<file path="src/rtl/insn_bus_if_pkg.sv">
// Shared cpu/bus definitions: fetch-master state encodings, NOP word,
// enable/reset polarities and default bus widths.
package insn_bus_if_pkg;

    localparam int ADDR_W_DEF = 30;
    localparam int DATA_W_DEF = 32;

    localparam logic ENABLE       = 1'b1;
    localparam logic DISABLE      = 1'b0;
    localparam logic RESET_ENABLE = 1'b1;

    localparam logic [31:0] ISA_NOP = 32'h0000_0000;

    typedef enum logic [2:0] {
        BUS_IF_STATE_IDLE   = 3'd0,
        BUS_IF_STATE_REQ    = 3'd1,
        BUS_IF_STATE_ACCESS = 3'd2,
        BUS_IF_STATE_HOLD   = 3'd3,
        BUS_IF_STATE_DRAIN  = 3'd4
    } bus_if_state_t;

endpackage

</file>
<file path="src/rtl/insn_bus_if.sv">
// Instruction-side bus master feeding the IF register; stalls fetch via busy.
// Define INSN_BUF_EN to add a one-entry last-word buffer that skips the bus on a hit.
//
// state  | meaning
// IDLE   | no transaction; accepts a new fetch (or serves a buffer hit)
// REQ    | bus_req raised, waiting for grant
// ACCESS | address strobe out, waiting for slave ready
// HOLD   | word arrived under stall; presented from hold_buf
// DRAIN  | fetch flushed mid-access; waiting out the bus cycle, data dropped
module insn_bus_if
    import insn_bus_if_pkg::*;
#(
    parameter int ADDR_W = ADDR_W_DEF,
    parameter int DATA_W = DATA_W_DEF
) (
    input  logic              clk,
    input  logic              reset,
    input  logic [ADDR_W-1:0] addr,
    input  logic              en,
    input  logic              stall,
    input  logic              flush,
    output logic [DATA_W-1:0] insn,
    output logic              busy,
    output logic              bus_req,
    input  logic              bus_grnt,
    output logic              bus_as,
    output logic [ADDR_W-1:0] bus_addr,
    input  logic              bus_rdy,
    input  logic [DATA_W-1:0] bus_rd_data
);

    localparam logic [DATA_W-1:0] NOP = DATA_W'(ISA_NOP);

    bus_if_state_t     state, state_nxt;
    logic              bus_req_nxt, bus_as_nxt;
    logic [ADDR_W-1:0] bus_addr_nxt;
    logic [DATA_W-1:0] hold_buf, hold_buf_nxt;
    logic              buf_hit;
    logic              access_done;

    assign access_done = (state == BUS_IF_STATE_ACCESS) && bus_rdy && !flush;

`ifdef INSN_BUF_EN
    logic              buf_valid;
    logic [ADDR_W-1:0] buf_addr;
    logic [DATA_W-1:0] buf_data;

    assign buf_hit = buf_valid && (addr == buf_addr);

    // Flush leaves the buffer alone; drained words never reach access_done.
    always_ff @(posedge clk) begin
        if (reset == RESET_ENABLE) begin
            buf_valid <= DISABLE;
            buf_addr  <= '0;
            buf_data  <= NOP;
        end else if (access_done) begin
            buf_valid <= ENABLE;
            buf_addr  <= bus_addr;
            buf_data  <= bus_rd_data;
        end
    end
`else
    assign buf_hit = 1'b0;
`endif

    always_ff @(posedge clk) begin
        if (reset == RESET_ENABLE) begin
            state    <= BUS_IF_STATE_IDLE;
            bus_req  <= DISABLE;
            bus_as   <= DISABLE;
            bus_addr <= '0;
            hold_buf <= NOP;
        end else begin
            state    <= state_nxt;
            bus_req  <= bus_req_nxt;
            bus_as   <= bus_as_nxt;
            bus_addr <= bus_addr_nxt;
            hold_buf <= hold_buf_nxt;
        end
    end

    always_comb begin
        state_nxt    = state;
        bus_req_nxt  = bus_req;
        bus_as_nxt   = bus_as;
        bus_addr_nxt = bus_addr;
        hold_buf_nxt = hold_buf;
        case (state)
            BUS_IF_STATE_IDLE: begin
                if (en && !flush && !buf_hit) begin
                    bus_req_nxt = ENABLE;
                    state_nxt   = BUS_IF_STATE_REQ;
                end
            end
            BUS_IF_STATE_REQ: begin
                if (flush) begin
                    bus_req_nxt = DISABLE;
                    state_nxt   = BUS_IF_STATE_IDLE;
                end else if (bus_grnt) begin
                    bus_as_nxt   = ENABLE;
                    bus_addr_nxt = addr;
                    state_nxt    = BUS_IF_STATE_ACCESS;
                end
            end
            BUS_IF_STATE_ACCESS: begin
                // The bus cannot abort, so a flush without ready has to drain.
                if (bus_rdy) begin
                    bus_as_nxt  = DISABLE;
                    bus_req_nxt = DISABLE;
                    if (!flush && stall) begin
                        hold_buf_nxt = bus_rd_data;
                        state_nxt    = BUS_IF_STATE_HOLD;
                    end else begin
                        state_nxt = BUS_IF_STATE_IDLE;
                    end
                end else if (flush) begin
                    state_nxt = BUS_IF_STATE_DRAIN;
                end
            end
            BUS_IF_STATE_HOLD: begin
                if (flush) begin
                    hold_buf_nxt = NOP;
                    state_nxt    = BUS_IF_STATE_IDLE;
                end else if (!stall) begin
                    state_nxt = BUS_IF_STATE_IDLE;
                end
            end
            BUS_IF_STATE_DRAIN: begin
                if (bus_rdy) begin
                    bus_as_nxt  = DISABLE;
                    bus_req_nxt = DISABLE;
                    state_nxt   = BUS_IF_STATE_IDLE;
                end
            end
            default: begin
                bus_as_nxt  = DISABLE;
                bus_req_nxt = DISABLE;
                state_nxt   = BUS_IF_STATE_IDLE;
            end
        endcase
    end

    always_comb begin
        busy = DISABLE;
        insn = NOP;
        if (reset != RESET_ENABLE) begin
            case (state)
                BUS_IF_STATE_IDLE: begin
                    if (en && !flush) begin
`ifdef INSN_BUF_EN
                        if (buf_hit) insn = buf_data;
`endif
                        busy = !buf_hit;
                    end
                end
                BUS_IF_STATE_REQ: busy = !flush;
                BUS_IF_STATE_ACCESS: begin
                    if (!flush) begin
                        if (bus_rdy) insn = bus_rd_data;
                        else         busy = ENABLE;
                    end
                end
                BUS_IF_STATE_HOLD: begin
                    if (!flush) insn = hold_buf;
                end
                BUS_IF_STATE_DRAIN: busy = en;
                default: busy = DISABLE;
            endcase
        end
    end

endmodule

</file>
<file path="config.mk">
export PLATFORM = sky130hd
export DESIGN_NAME = insn_bus_if
export DESIGN_NICKNAME = d
export VERILOG_FILES = /design/src/rtl/insn_bus_if_pkg.sv /design/src/rtl/insn_bus_if.sv
export SDC_FILE = /design/constraint.sdc
export NUM_CORES = 1
export LEC_CHECK = 0
export CAP_MARGIN = 15
export CORE_MARGIN = 4
export CORE_UTILIZATION = 40
export CTS_CLUSTER_DIAMETER = 150
export CTS_CLUSTER_SIZE = 16
export DETAILED_ROUTE_END_ITERATION = 16
export PLACE_DENSITY = 0.85
export SKIP_LAST_GASP = 1
export SYNTH_ARGS = -nofsm -noshare
export SYNTH_HDL_FRONTEND = slang
export SYNTH_SLANG_ARGS = --single-unit
</file>
<file path="constraint.sdc">
create_clock -name clk -period 5.75 [get_ports clk]
set_clock_uncertainty 0.15 [all_clocks]
set_input_delay 1.15 -clock clk [delete_from_list [all_inputs] [get_ports clk]]
set_output_delay 1.15 -clock clk [all_outputs]
set_load 0.005 [all_outputs]
</file>
==> impl_metrics.json <==
{
  "clock_sinks": 67,
  "path_cells": "clkdlybuf4s50_1 -> or4b_4 -> nor2_2 -> buf_4 -> a22oi_1 -> nor2_1 -> clkdlybuf4s50_1",
  "first_pass_iters": 5,
  "vias_per_cell": 5.20,
  "yosysTopAreaCell": "dfxtp_1",
  "drt-initial-drc-count": 130,
  "period_share": 0.861,
  "grt_max_degree": 70,
  "ctsHoldBuffers": 0,
  "wirelength_um": 8400,
  "wl_met3_um": 728,
  "core.rowCount": 31,
  "startpoint_type": "input pin",
  "dr_total_vias": 3081,
  "initial_core_util": 0.411,
  "portBuffers": 133,
  "ios": 134,
  "clk_pin_slew_ps": 70,
  "hpwl_um": 5710,
  "min_path_type": "register to register",
  "ctsResizeCount": 0,
  "die_height_um": 94.1,
  "drive_gt1_frac": 0.0568,
  "dp_cells": 575,
  "worstSkewPairLatency_ps": 340,
  "num-nets-final": 557,
  "synth_fp_nets": 442,
  "cts_max_level": 3,
  "critPathArrivalTime_ps": 3650,
  "cts_setup_buffers": 0,
  "post_drt_wl_per_cell_um": 14.2,
  "fin_crit_ps": 4950,
  "cts_buffer_depth": 2,
  "synth.distinct_cells": 34,
  "place_congestion": 0.810,
  "maxSlewViolCount": 0,
  "synth_top_cell_area_share": 0.452,
  "slew-limit-headroom": 0.374,
  "cts_tree": "yes",
  "final_cells": 592,
  "crit_type": "input pin to primary output",
  "worst_slew_pin_slew_ps": 939,
  "met1_length_um": 3830,
  "top_layer": "met4",
  "synth_area_leaders": "dfxtp_1 (45%), a22oi_1 (17%), nor2_1 (8.6%), nand2_1 (8.0%), a21oi_1 (5.4%)",
  "finalPower_w": 0.00100,
  "critPathMostFrequentCell": "clkdlybuf4s50_1",
  "overflow": 0,
  "p_leak_nw": 1.44,
  "die-area_um2": 8860,
  "syn_avg_cell_area_um2": 7.96,
  "ant_nets": 0,
  "grt_pass1_wl_um": 13600,
  "syn_to_final_growth_pct": 52.1,
  "crit_required_ps": 4450,
  "max_clock_freq_ghz": 0.202,
  "grt_setup_unrepaired": "no",
  "endpoint_kind": "primary output",
  "hold_depth": 2,
  "grt_use_total": 0.188,
  "route.detailed.drc": 0,
  "n_antenna_cell": 0,
  "setup_tns_ps": 0,
  "outcome": "completed",
  "max-vdd-ir-drop_uv": 111,
  "maxCapViolations": 0,
  "synth_area_um2": 2970,
  "power_density_nw_per_um2": 222,
  "ys_seq_area_frac": 0.452,
  "hold_violations": 0,
  "grt_pass1_vias": 2913,
  "core_um2": 7210,
  "cp_max_fo": 32,
  "setup_violations": 0,
  "r2r_cells": 4,
  "synth_cells": 373,
  "cp_slowest_stage_delay_ps": 660,
  "wl_met2_um": 3750,
  "numCtsBuffers": 9,
  "die_x_um": 94.1,
  "antenna_found_initial": 0,
  "worst_path_max_delay_cell": "clkdlybuf4s50_1",
  "cts-root-buf": "clkbuf_8",
  "yosys_warnings": 0,
  "fillCellCount": 646,
  "ys_ff_latch": 67
}
registers in the layout, summed over array words and instances (netlist names):
name / count
bus_as: 1
bus_req: 1
hold_buf: 32
bus_addr: 30
state: 3
Yosys cell counts (all sizes together):
master	n
or4	2
and3b	1
a211oi	2
or4b	2
or2	2
a221oi	1
o21ba	1
a311oi	1
nand2	63
and2	1
nand2b	3
nor4bb	2
nor4b	1
a31oi	2
o2111ai	1
maj3	1
buf	17
nor3	3
nor3b	1
o22a	1
dfxtp	67
mux2i	1
nor2	70
nor2b	5
o21ai	5
clkinv	1
a21oi	32
a22oi	66
clkbuf	18
worst max-delay path, delay by kind of cell:
family                 cells  cell delay, ps
AO/OA/AOI/OAI              1             110
buffers and inverters      3            1510
AND/OR/NAND/NOR            3             860
cells by family (layout without fill, tap and decap cells):
group                    Yosys count  after routing  share of synthesized area
AND/OR/NAND/NOR                  156            156                      0.230
AO/OA/AOI/OAI                    112            112                      0.254
flip-flops                        67             67                      0.452
buffers and inverters             36            156                     0.0578
adder cells (fa/ha/maj)            1              1                    0.00337
multiplexers                       1              1                    0.00337
power breakdown:
| part | internal (W) | leakage [nW] | switching [W] | total, W |
|---|---|---|---|---|
| clock network | 0.000210 | 0.0991 | 0.000175 | 0.000385 |
| logic | 0.0000774 | 0.802 | 0.0000538 | 0.000131 |
| registers | 0.000475 | 0.541 | 0.0000125 | 0.000487 |
| total | 0.000762 | 1.44 | 0.000242 | 0.00100 |
through the flow:
| stage | utilization | hold slack, ps | area (um^2) | worst slack [ps] |
|---|---|---|---|---|
| 2_1_floorplan | - | 303 | 2970 | 2270 |
| 3_3_place_gp | 0.597 | 291 | 4300 | 835 |
| 3_5_place_dp | 0.597 | 298 | 4300 | 789 |
| 4_1_cts | 0.623 | 309 | 4500 | 779 |
| 5_1_grt | 0.626 | 328 | 4510 | 592 |
| 6_report | 0.626 | 304 | 4510 | 799 |
cells in the final DEF (no fill, tap or decap), types with 2 or more instances in the layout:
cell,count
a211oi_1,2
a21oi_1,32
a22oi_1,66
a31oi_1,2
buf_4,5
clkbuf_8,10
clkdlybuf4s50_1,132
clkinv_2,3
dfxtp_1,67
nand2_1,63
nand2b_1,3
nor2_1,68
nor2b_1,5
nor3_1,3
nor4bb_1,2
o21ai_0,3
or2_1,2
or4_1,2
final cells by class:
class / count / area [um^2] / area share
Clock buffer: 11 / 141 / 0.0313
Clock inverter: 5 / 52.6 / 0.0116
Inverter: 1 / 3.75 / 0.000832
Multi-Input combinational cell: 270 / 1470 / 0.326
Sequential cell: 67 / 1340 / 0.297
Tap cell: 99 / 124 / 0.0274
Timing Repair Buffer: 139 / 1380 / 0.306
per-layer routing:
layer,track usage,up-vias
met5,0,-
met1,0.249,1420
met4,0.0686,0
met3,0.0633,6
li1,-,1538
met2,0.282,117
worst paths after layout:
check,slack (ps),end,start
max,800,insn[3],flush
min,300,bus_addr[28]$_SDFFE_PP0P_,bus_addr[28]$_SDFFE_PP0P_
max reg2reg,3290,bus_addr[20]$_SDFFE_PP0P_,state[0]$_SDFFE_PP0P_
min reg2reg,300,bus_addr[28]$_SDFFE_PP0P_,bus_addr[28]$_SDFFE_PP0P_
Power figures use the tool's default switching activity.
